==> src/rtl/mem_access_if.sv <==
// Data-side SRAM-like bus between the memory-stage load/store unit and the data memory.
// A request is accepted on any cycle with data_req & data_addr_ok. Each accepted request gets exactly one data_data_ok, no earlier than the next cycle.
interface mem_access_if #(
  parameter int ADDR_W = 32,
  parameter int DATA_W = 32
);
  logic              data_req;
  logic              data_wr;
  logic [1:0]        data_size;
  logic [ADDR_W-1:0] data_addr;
  logic [DATA_W-1:0] data_wdata;
  logic [3:0]        data_wstrb;
  logic              data_addr_ok;
  logic              data_data_ok;
  logic [DATA_W-1:0] data_rdata;

  modport master (
    output data_req, data_wr, data_size, data_addr, data_wdata, data_wstrb,
    input  data_addr_ok, data_data_ok, data_rdata
  );

  modport slave (
    input  data_req, data_wr, data_size, data_addr, data_wdata, data_wstrb,
    output data_addr_ok, data_data_ok, data_rdata
  );
endinterface

==> src/rtl/mem_access.sv <==
// Memory-stage load/store unit: issues one data access per instruction, formats store lanes,
// extends load data for writeback and stalls the stage while an access is outstanding.
module mem_access #(
  parameter int ADDR_W = 32,
  parameter int DATA_W = 32
) (
  input  logic              clk,
  input  logic              rst,
  input  logic              m_valid,
  input  logic              m_memreq,
  input  logic              m_memwrite,
  input  logic [1:0]        m_size,
  input  logic              m_sign,
  input  logic [ADDR_W-1:0] m_addr,
  input  logic [DATA_W-1:0] m_wdata,
  input  logic              m_flush,
  input  logic              m_hold,
  mem_access_if.master      bus,
  output logic [DATA_W-1:0] rdata_out,
  output logic              m_stall,
  output logic [1:0]        dbg_state_o
);

  // Debug encoding: 0 idle, 1 waiting for data_ok, 2 result parked under hold, 3 draining a flushed access.
  typedef enum logic [1:0] {
    S_IDLE    = 2'd0,
    S_WAIT    = 2'd1,
    S_DONE    = 2'd2,
    S_DISCARD = 2'd3
  } state_t;

  state_t            state_q;
  logic [DATA_W-1:0] saved_rdata_q;

  logic              mem_active;
  logic              req;
  logic [3:0]        wstrb;
  logic [DATA_W-1:0] wdata;
  logic [DATA_W-1:0] src;
  logic [7:0]        byte_sel;
  logic [15:0]       half_sel;

  assign mem_active = m_valid & m_memreq & ~m_flush;
  assign req        = ~rst & (state_q == S_IDLE) & mem_active;

  always_comb begin
    wdata = m_wdata;
    wstrb = 4'b1111;
    case (m_size)
      2'd0: begin
        wdata = {4{m_wdata[7:0]}};
        wstrb = 4'b0001 << m_addr[1:0];
      end
      2'd1: begin
        wdata = {2{m_wdata[15:0]}};
        wstrb = m_addr[1] ? 4'b1100 : 4'b0011;
      end
      default: begin
        wdata = m_wdata;
        wstrb = 4'b1111;
      end
    endcase
  end

  assign bus.data_req   = req;
  assign bus.data_wr    = m_memwrite & req;
  assign bus.data_size  = m_size;
  assign bus.data_addr  = m_addr;
  assign bus.data_wdata = wdata;
  assign bus.data_wstrb = req ? wstrb : 4'b0000;

  // The data_ok cycle releases the stall so the result can move on in that same cycle.
  assign m_stall = ~rst & mem_active & (state_q != S_DONE) &
                   ~((state_q == S_WAIT) & bus.data_data_ok);

  always_ff @(posedge clk or posedge rst) begin
    if (rst) begin
      state_q       <= S_IDLE;
      saved_rdata_q <= '0;
    end else begin
      case (state_q)
        S_IDLE: begin
          if (req & bus.data_addr_ok) state_q <= S_WAIT;
        end
        S_WAIT: begin
          if (bus.data_data_ok) begin
            if (~m_flush & m_hold) begin
              state_q       <= S_DONE;
              saved_rdata_q <= bus.data_rdata;
            end else begin
              state_q <= S_IDLE;
            end
          end else if (m_flush) begin
            state_q <= S_DISCARD;
          end
        end
        S_DONE: begin
          if (~m_hold | m_flush) state_q <= S_IDLE;
        end
        S_DISCARD: begin
          if (bus.data_data_ok) state_q <= S_IDLE;
        end
        default: state_q <= S_IDLE;
      endcase
    end
  end

  assign dbg_state_o = state_q;

  // Outside WAIT the parked word is used, so a discarded access never reaches rdata_out.
  assign src      = (state_q == S_WAIT) ? bus.data_rdata : saved_rdata_q;
  assign byte_sel = src[{m_addr[1:0], 3'b000} +: 8];
  assign half_sel = m_addr[1] ? src[31:16] : src[15:0];

  always_comb begin
    rdata_out = src;
    case (m_size)
      2'd0:    rdata_out = {{24{m_sign & byte_sel[7]}}, byte_sel};
      2'd1:    rdata_out = {{16{m_sign & half_sel[15]}}, half_sel};
      default: rdata_out = src;
    endcase
  end

endmodule

==> src/flat_wrapper.sv <==
// flat-port wrapper written by rule: the top's interface ports become plain ports
module mem_access_flat 
#(
  parameter int ADDR_W = 32,
  parameter int DATA_W = 32
)
  (clk, rst, m_valid, m_memreq, m_memwrite, m_size, m_sign, m_addr, m_wdata, m_flush, m_hold, rdata_out, m_stall, dbg_state_o, bus_data_req, bus_data_wr, bus_data_size, bus_data_addr, bus_data_wdata, bus_data_wstrb, bus_data_addr_ok, bus_data_data_ok, bus_data_rdata);
  mem_access_if #(.ADDR_W(ADDR_W), .DATA_W(DATA_W)) bus_i ();
  input  logic clk;
  input  logic rst;
  input  logic m_valid;
  input  logic m_memreq;
  input  logic m_memwrite;
  input  logic [1:0] m_size;
  input  logic m_sign;
  input  logic [ADDR_W-1:0] m_addr;
  input  logic [DATA_W-1:0] m_wdata;
  input  logic m_flush;
  input  logic m_hold;
  output logic [DATA_W-1:0] rdata_out;
  output logic m_stall;
  output logic [1:0] dbg_state_o;
  output wire logic [$bits(bus_i.data_req)-1:0] bus_data_req;
  output wire logic [$bits(bus_i.data_wr)-1:0] bus_data_wr;
  output wire logic [$bits(bus_i.data_size)-1:0] bus_data_size;
  output wire logic [$bits(bus_i.data_addr)-1:0] bus_data_addr;
  output wire logic [$bits(bus_i.data_wdata)-1:0] bus_data_wdata;
  output wire logic [$bits(bus_i.data_wstrb)-1:0] bus_data_wstrb;
  input wire logic [$bits(bus_i.data_addr_ok)-1:0] bus_data_addr_ok;
  input wire logic [$bits(bus_i.data_data_ok)-1:0] bus_data_data_ok;
  input wire logic [$bits(bus_i.data_rdata)-1:0] bus_data_rdata;
  assign bus_data_req = bus_i.data_req;
  assign bus_data_wr = bus_i.data_wr;
  assign bus_data_size = bus_i.data_size;
  assign bus_data_addr = bus_i.data_addr;
  assign bus_data_wdata = bus_i.data_wdata;
  assign bus_data_wstrb = bus_i.data_wstrb;
  assign bus_i.data_addr_ok = bus_data_addr_ok;
  assign bus_i.data_data_ok = bus_data_data_ok;
  assign bus_i.data_rdata = bus_data_rdata;
  mem_access #(.ADDR_W(ADDR_W), .DATA_W(DATA_W)) u_core (.clk(clk), .rst(rst), .m_valid(m_valid), .m_memreq(m_memreq), .m_memwrite(m_memwrite), .m_size(m_size), .m_sign(m_sign), .m_addr(m_addr), .m_wdata(m_wdata), .m_flush(m_flush), .m_hold(m_hold), .bus(bus_i), .rdata_out(rdata_out), .m_stall(m_stall), .dbg_state_o(dbg_state_o));
endmodule
==> config.mk <==
export PLATFORM = sky130hd
export DESIGN_NAME = mem_access_flat
export DESIGN_NICKNAME = d
export VERILOG_FILES = /design/src/rtl/mem_access_if.sv /design/src/rtl/mem_access.sv /design/src/flat_wrapper.sv
export SDC_FILE = /design/constraint.sdc
export NUM_CORES = 1
export LEC_CHECK = 0
export BUFFER_PORTS_ARGS = -buffer_cell sky130_fd_sc_hd__clkbuf_2
export CORE_ASPECT_RATIO = 0.7
export CORE_UTILIZATION = 46
export CTS_BUF_LIST = sky130_fd_sc_hd__clkbuf_2
export DETAILED_ROUTE_END_ITERATION = 8
export PLACE_DENSITY = 0.88
export SLEW_MARGIN = 5
export SYNTH_ARGS = -nofsm -noshare
export SYNTH_HDL_FRONTEND = slang
export SYNTH_SLANG_ARGS = --single-unit
==> constraint.sdc <==
create_clock -name clk -period 3.1 [get_ports clk]
set_clock_uncertainty 0.15 [all_clocks]
set_input_delay 0.465 -clock clk [delete_from_list [all_inputs] [get_ports clk]]
set_output_delay 0.465 -clock clk [all_outputs]
set_load 0.02 [all_outputs]
Word level (Yosys, flattened, before mapping)
Cells that the tools add are included.
W data, S select, Z words.
- equality and inequality tests: 9
- shift operators: 2
- multiplexer cells: 14
- bitwise gates (word level): 18
- reduce and logical (&&, ||, !) cells: 4
- operators with widths (operator ; count):
    $pmux W32 S2 ; 2
    $mux W32 ; 1
    $shiftx A32 B6 Y8 ; 1
    $mux W16 ; 1
    $and A1 B1 Y1 ; 13
    $mux W2 ; 6
    $mux W4 ; 2
    $pmux W2 S4 ; 1
    $pmux W4 S2 ; 1
    $ne A2 B2 Y1 const B ; 3
    $eq A2 B1 Y1 const B ; 2
    $eq A2 B2 Y1 const B ; 2
    $logic_not A2 Y1 ; 2
    $not A1 Y1 ; 4
    $reduce_and A4 Y1 ; 1
    $shl A1 B2 Y4 const A ; 1
    $ne A3 B3 Y1 const B ; 1
    $reduce_and A3 Y1 ; 1
    $ne A2 B1 Y1 const B ; 1
    $or A1 B1 Y1 ; 1
- bits in registers: 34
- bits of input ports: 108

Logic depth before layout (Yosys ltp)
- word-level depth: 6
- gate-level depth with buffers: 8
- gate-level depth less buffers: 6

Worst setup path before layout
Ideal clock, no wire load.
- kind: register to output
- from: reg u_core.state_q[1] (netlist: u_core.dbg_state_o[1])
- to: out rdata_out[1]
- arrival: 2.132 ns
- slack: 0.353 ns
- cell stages (with the launch flop): 7
- path buffers: 2
- cell sequence: dfrtp_1 nand2b_1 buf_4 buf_4 mux2i_1 mux4_1 o31ai_1
- word-level cells in the longest chain between the ends: 4
- elaborated cells on any way between the ends: 5
- classes of those cells: 1 x eq/ne; 1 x shift; 3 x mux
- ends and longest elaborated chain (element ; RTL line ; source):
    start: declaration ; mem_access.sv:32 ; state_t state_q;
    start signal: assignment ; mem_access.sv:78 ; state_q <= S_IDLE;
    start signal: assignment ; mem_access.sv:83 ; if (req & bus.data_addr_ok) state_q <= S_WAIT;
    start signal: assignment ; mem_access.sv:88 ; state_q <= S_DONE;
    $eq A2 B1 Y1 * ; mem_access.sv:111 ; assign src = (state_q == S_WAIT) ? bus.data_rdata : saved_rdata_q;
    $mux W32 * ; mem_access.sv:111 ;
    $shiftx A32 B6 Y8 or $mux W16 (tied branches) ; mem_access.sv:112, mem_access.sv:113 ;
    $pmux W32 S2 * ; mem_access.sv:117 ; case (m_size)
    end: declaration ; flat_wrapper.sv:20 ; output logic [DATA_W-1:0] rdata_out;
Every way passes the cells marked *; elsewhere a longest branch is shown, timed or not.

Worst setup path after layout
Same ends and word-level chain as after synthesis.

==> summary.txt <==
Run status
  – Status: finished clean

Clocking
  – TritonCTS Sinks: 34
  – Max clock buf depth: 2
  – Num CTS Buffers: 5
  – Clock latency on the worst-skew pair: about 420 ps
  – CTS tree: yes
  – H-tree depth: 2
  – CTS Hold Bufs: 0
  – Clk root buf: clkbuf_2
  – Clock-pin slew on the worst setup and hold paths: 190 ps

Setup path
  – Worst path cell trace: nand2b_4 > buf_4 > mux2i_1 > mux4_1 > o31ai_2 > buf_2
  – R2R setup slack: ~1100 ps
  – R2r startpoint: u_core.dbg_state_o[0]$_DFFE_PP0P_
  – Worst endpoint required time: 2480 ps
  – Worst setup path start: u_core.dbg_state_o[1]$_DFFE_PP0P_
  – Slowest cell on crit path: mux4_1
  – Setup CP Type: flop to output pin
  – Worst setup SP type: flop
  – Crit path max-delay family: multiplexers
  – CP Max Fanout: 7
  – CP max stage delay: 570 ps
  – CP bufs+invs: 2
  – Critical Path AT: 2450 ps
  – Critical Path End Type: output pin

Synthesis
  – FFs w/ async S/R, synth: 1.00
  – Distinct cells, synth: 36
  – Mean Syn Cell Area: between 9 and 10 µm²
  – Most used standard cell by instance count after synthesis: mux2_2
  – Area contributors post-synth: dfrtp_1, mux2_2, mux2i_1
  – EDFF count, synth: 0
  – Register area share after synthesis: 0.279
  – Yosys warns: 0
  – Most common library cells after synthesis: mux2_2, buf_4, mux2i_1
  – Share of the synthesized area in the top cell type: 0.279
  – Post-synth net total: 419
  – Synth Flop Type: dfrtp_1
  – Yosys top cell by area: dfrtp_1
  – FF+latch count, synth: 34
  – Synth Instances: 311
  – Syn Std Cell Area: between 0.003 and 0.004 mm²

STA
  – Fmax: between 300 and 400 MHz
  – Worst rel slew slack: 0.527
  – Final count of pins violating max slew: 0
  – Period minus WS final: around 3100 ps
  – Worst Tran Pin Value: 707 ps
  – Tcrit/Tclk final: 0.989
  – Setup Viol. Count Final: 0
  – Worst setup margin: approximately 33 ps
  – Setup_tns: 0 ps
  – Unrepaired setup endpoints after global routing: true
  – Final hold violation count: 0

Placement
  – DP Area: 0.00361 mm²
  – Post-DP HPWL: 7220 µm
  – # port buffers: approximately 150
  – DP Worst Slack: about 270 ps
  – GPL Wtd Cong: about 0.85

Global route
  – Met2 Resource Use GR: 0.444
  – Initial antenna violation count: 0
  – Vias in the first global route: between 2000 and 3000
  – Pin count of the biggest net entering global routing: 35
  – Gr busiest metal: met2
  – Met1 usage: 0.340
  – Global-route wire length before repair: approximately 15000 µm
  – Remaining Overflow, GRT: 0
  – Total Routing Usage GR: 0.271
  – GR Util met3: 0.0721

Layout
  – Layout Nets: 537
  – Multi-input logic area: 0.00181 mm²
  – Area Overhead vs Synth: 22.7%
  – Fillers: roughly 570
  – Register area: 852 µm²
  – Design area: about 0.0037 mm²
  – Layout cell share with drive strength beyond 1: 0.573
  – Diodes inserted: 0

Drt
  – Via count: about 2900
  – DRT Pass-1 Iters: 5
  – Drc violations: 0
  – Drt wl/cell: about 18 µm
  – Routed Antenna Nets: 0
  – Drt total wl: 9370 µm
  – DRT iter0 DRCs: approximately 200
  – Drt via density: a little under 6

Worst hold path
  – Hold Crit Class: input pin to asynchronous set/reset pin

Floorplanning
  – Die H: around 70 µm
  – Initial Util: 0.484
  – Ports: 215
  – Chip width: just under 100 µm
  – Cell Rows: 24
  – Core area: between 0.006 and 0.007 mm²
  – Die area: between 0.006 and 0.007 mm²

Power
  – IR drop worst, VDD: between 0.2 and 0.3 mV
  – Leak Pwr: 2.08 nW
  – Power Dens Cells: roughly 420 mW/mm²

Flow run
  – Max_cap viols: 0
-- per-layer routing --
| layer | wire [µm] | up-vias | part of all wire |
|---|---|---|---|
| li1 | - | 1343 | - |
| met1 | 3850 | 1396 | 0.41 |
| met2 | 4480 | 166 | 0.48 |
| met3 | 751 | 31 | 0.080 |
| met4 | 290 | 0 | 0.031 |
| met5 | 0 | - | 0 |
-- area by class of cell --
cell class / count / area share
Sequential cell: 34 / 0.228
Timing Repair Buffer: 172 / 0.246
Tap cell: 78 / 0.0261
Clock buffer: 6 / 0.00802
Multi-Input combinational cell: 209 / 0.483
Inverter: 7 / 0.00702
Clock inverter: 1 / 0.00200
-- worst reg2reg max path: stages (launching register included) --
cell and delay, ps:
dfrtp_2 480, nand2b_4 180, buf_12 190, nor2_1 60
nand2_1 60, buf_4 380, mux2_2 410
-- metrics by stage --
| step | utilization | hold slack (ps) | cells | total power, W |
|---|---|---|---|---|
| finish | 0.594 | 63.8 | 507 | 0.00156 |
| global route | 0.594 | 48.7 | 507 | 0.00164 |
| CTS | 0.585 | 43.2 | 505 | 0.00154 |
| detailed placement | 0.572 | 343 | 495 | 0.00132 |
| global placement | 0.572 | 331 | 495 | 0.00128 |
| floorplan | - | 324 | 311 | 0.00111 |
-- layout by cell type, fill, tap and decap left out, types with 2 or more instances in the layout --
cell type  count
a21oi_1       10
a41oi_4        2
buf_4         16
clkbuf_2     159
dfrtp_1       33
inv_1          6
mux2_2        51
mux2i_1       38
mux2i_4        2
mux4_2         4
nand2_1       19
nand2b_1       4
nand4_1        4
nor2_1        12
o211ai_1       3
o21ai_0       29
o221ai_1       9
o22ai_1        4
-- repair_timing --
item | CTS | global route
resized for setup | 5 | 9
setup buffers | 3 | 2
setup endpoints to repair | 28 | 29
pin swaps | 2 | 1
-- kinds of logic (layout without fill, tap and decap cells) --
logic type / count (synthesis) / in the layout / synth area share
AOI/OAI and AO/OA: 64 / 64 / 0.142
buffers and inverters: 68 / 186 / 0.143
DFF: 34 / 34 / 0.279
muxes: 97 / 97 / 0.361
and+or+nand+nor: 48 / 48 / 0.0754
-- report_power, final --
group | switching, W | internal, W
registers | 0.0000454 | 0.000522
logic | 0.000445 | 0.000327
clock network | 0.000167 | 0.0000545
total | 0.000658 | 0.000904
-- final timing paths --
kind                                                         to  cells past startpoint
setup / recovery                                   rdata_out[1]                      6
hold / removal             u_core.saved_rdata_q[29]$_DFFE_PP0P_                      3
setup reg to reg            u_core.saved_rdata_q[8]$_DFFE_PP0P_                      6
hold reg to reg            u_core.saved_rdata_q[13]$_DFFE_PP0P_                      1
max in group asynchronous     u_core.dbg_state_o[0]$_DFFE_PP0P_                      3
min in group clk              u_core.dbg_state_o[0]$_DFFE_PP0P_                      3
-- registers in the layout, summed over array words and instances (netlist names) --
signal,flops
u_core.dbg_state_o,2
u_core.saved_rdata_q,32
Power figures use the tool's default switching activity.
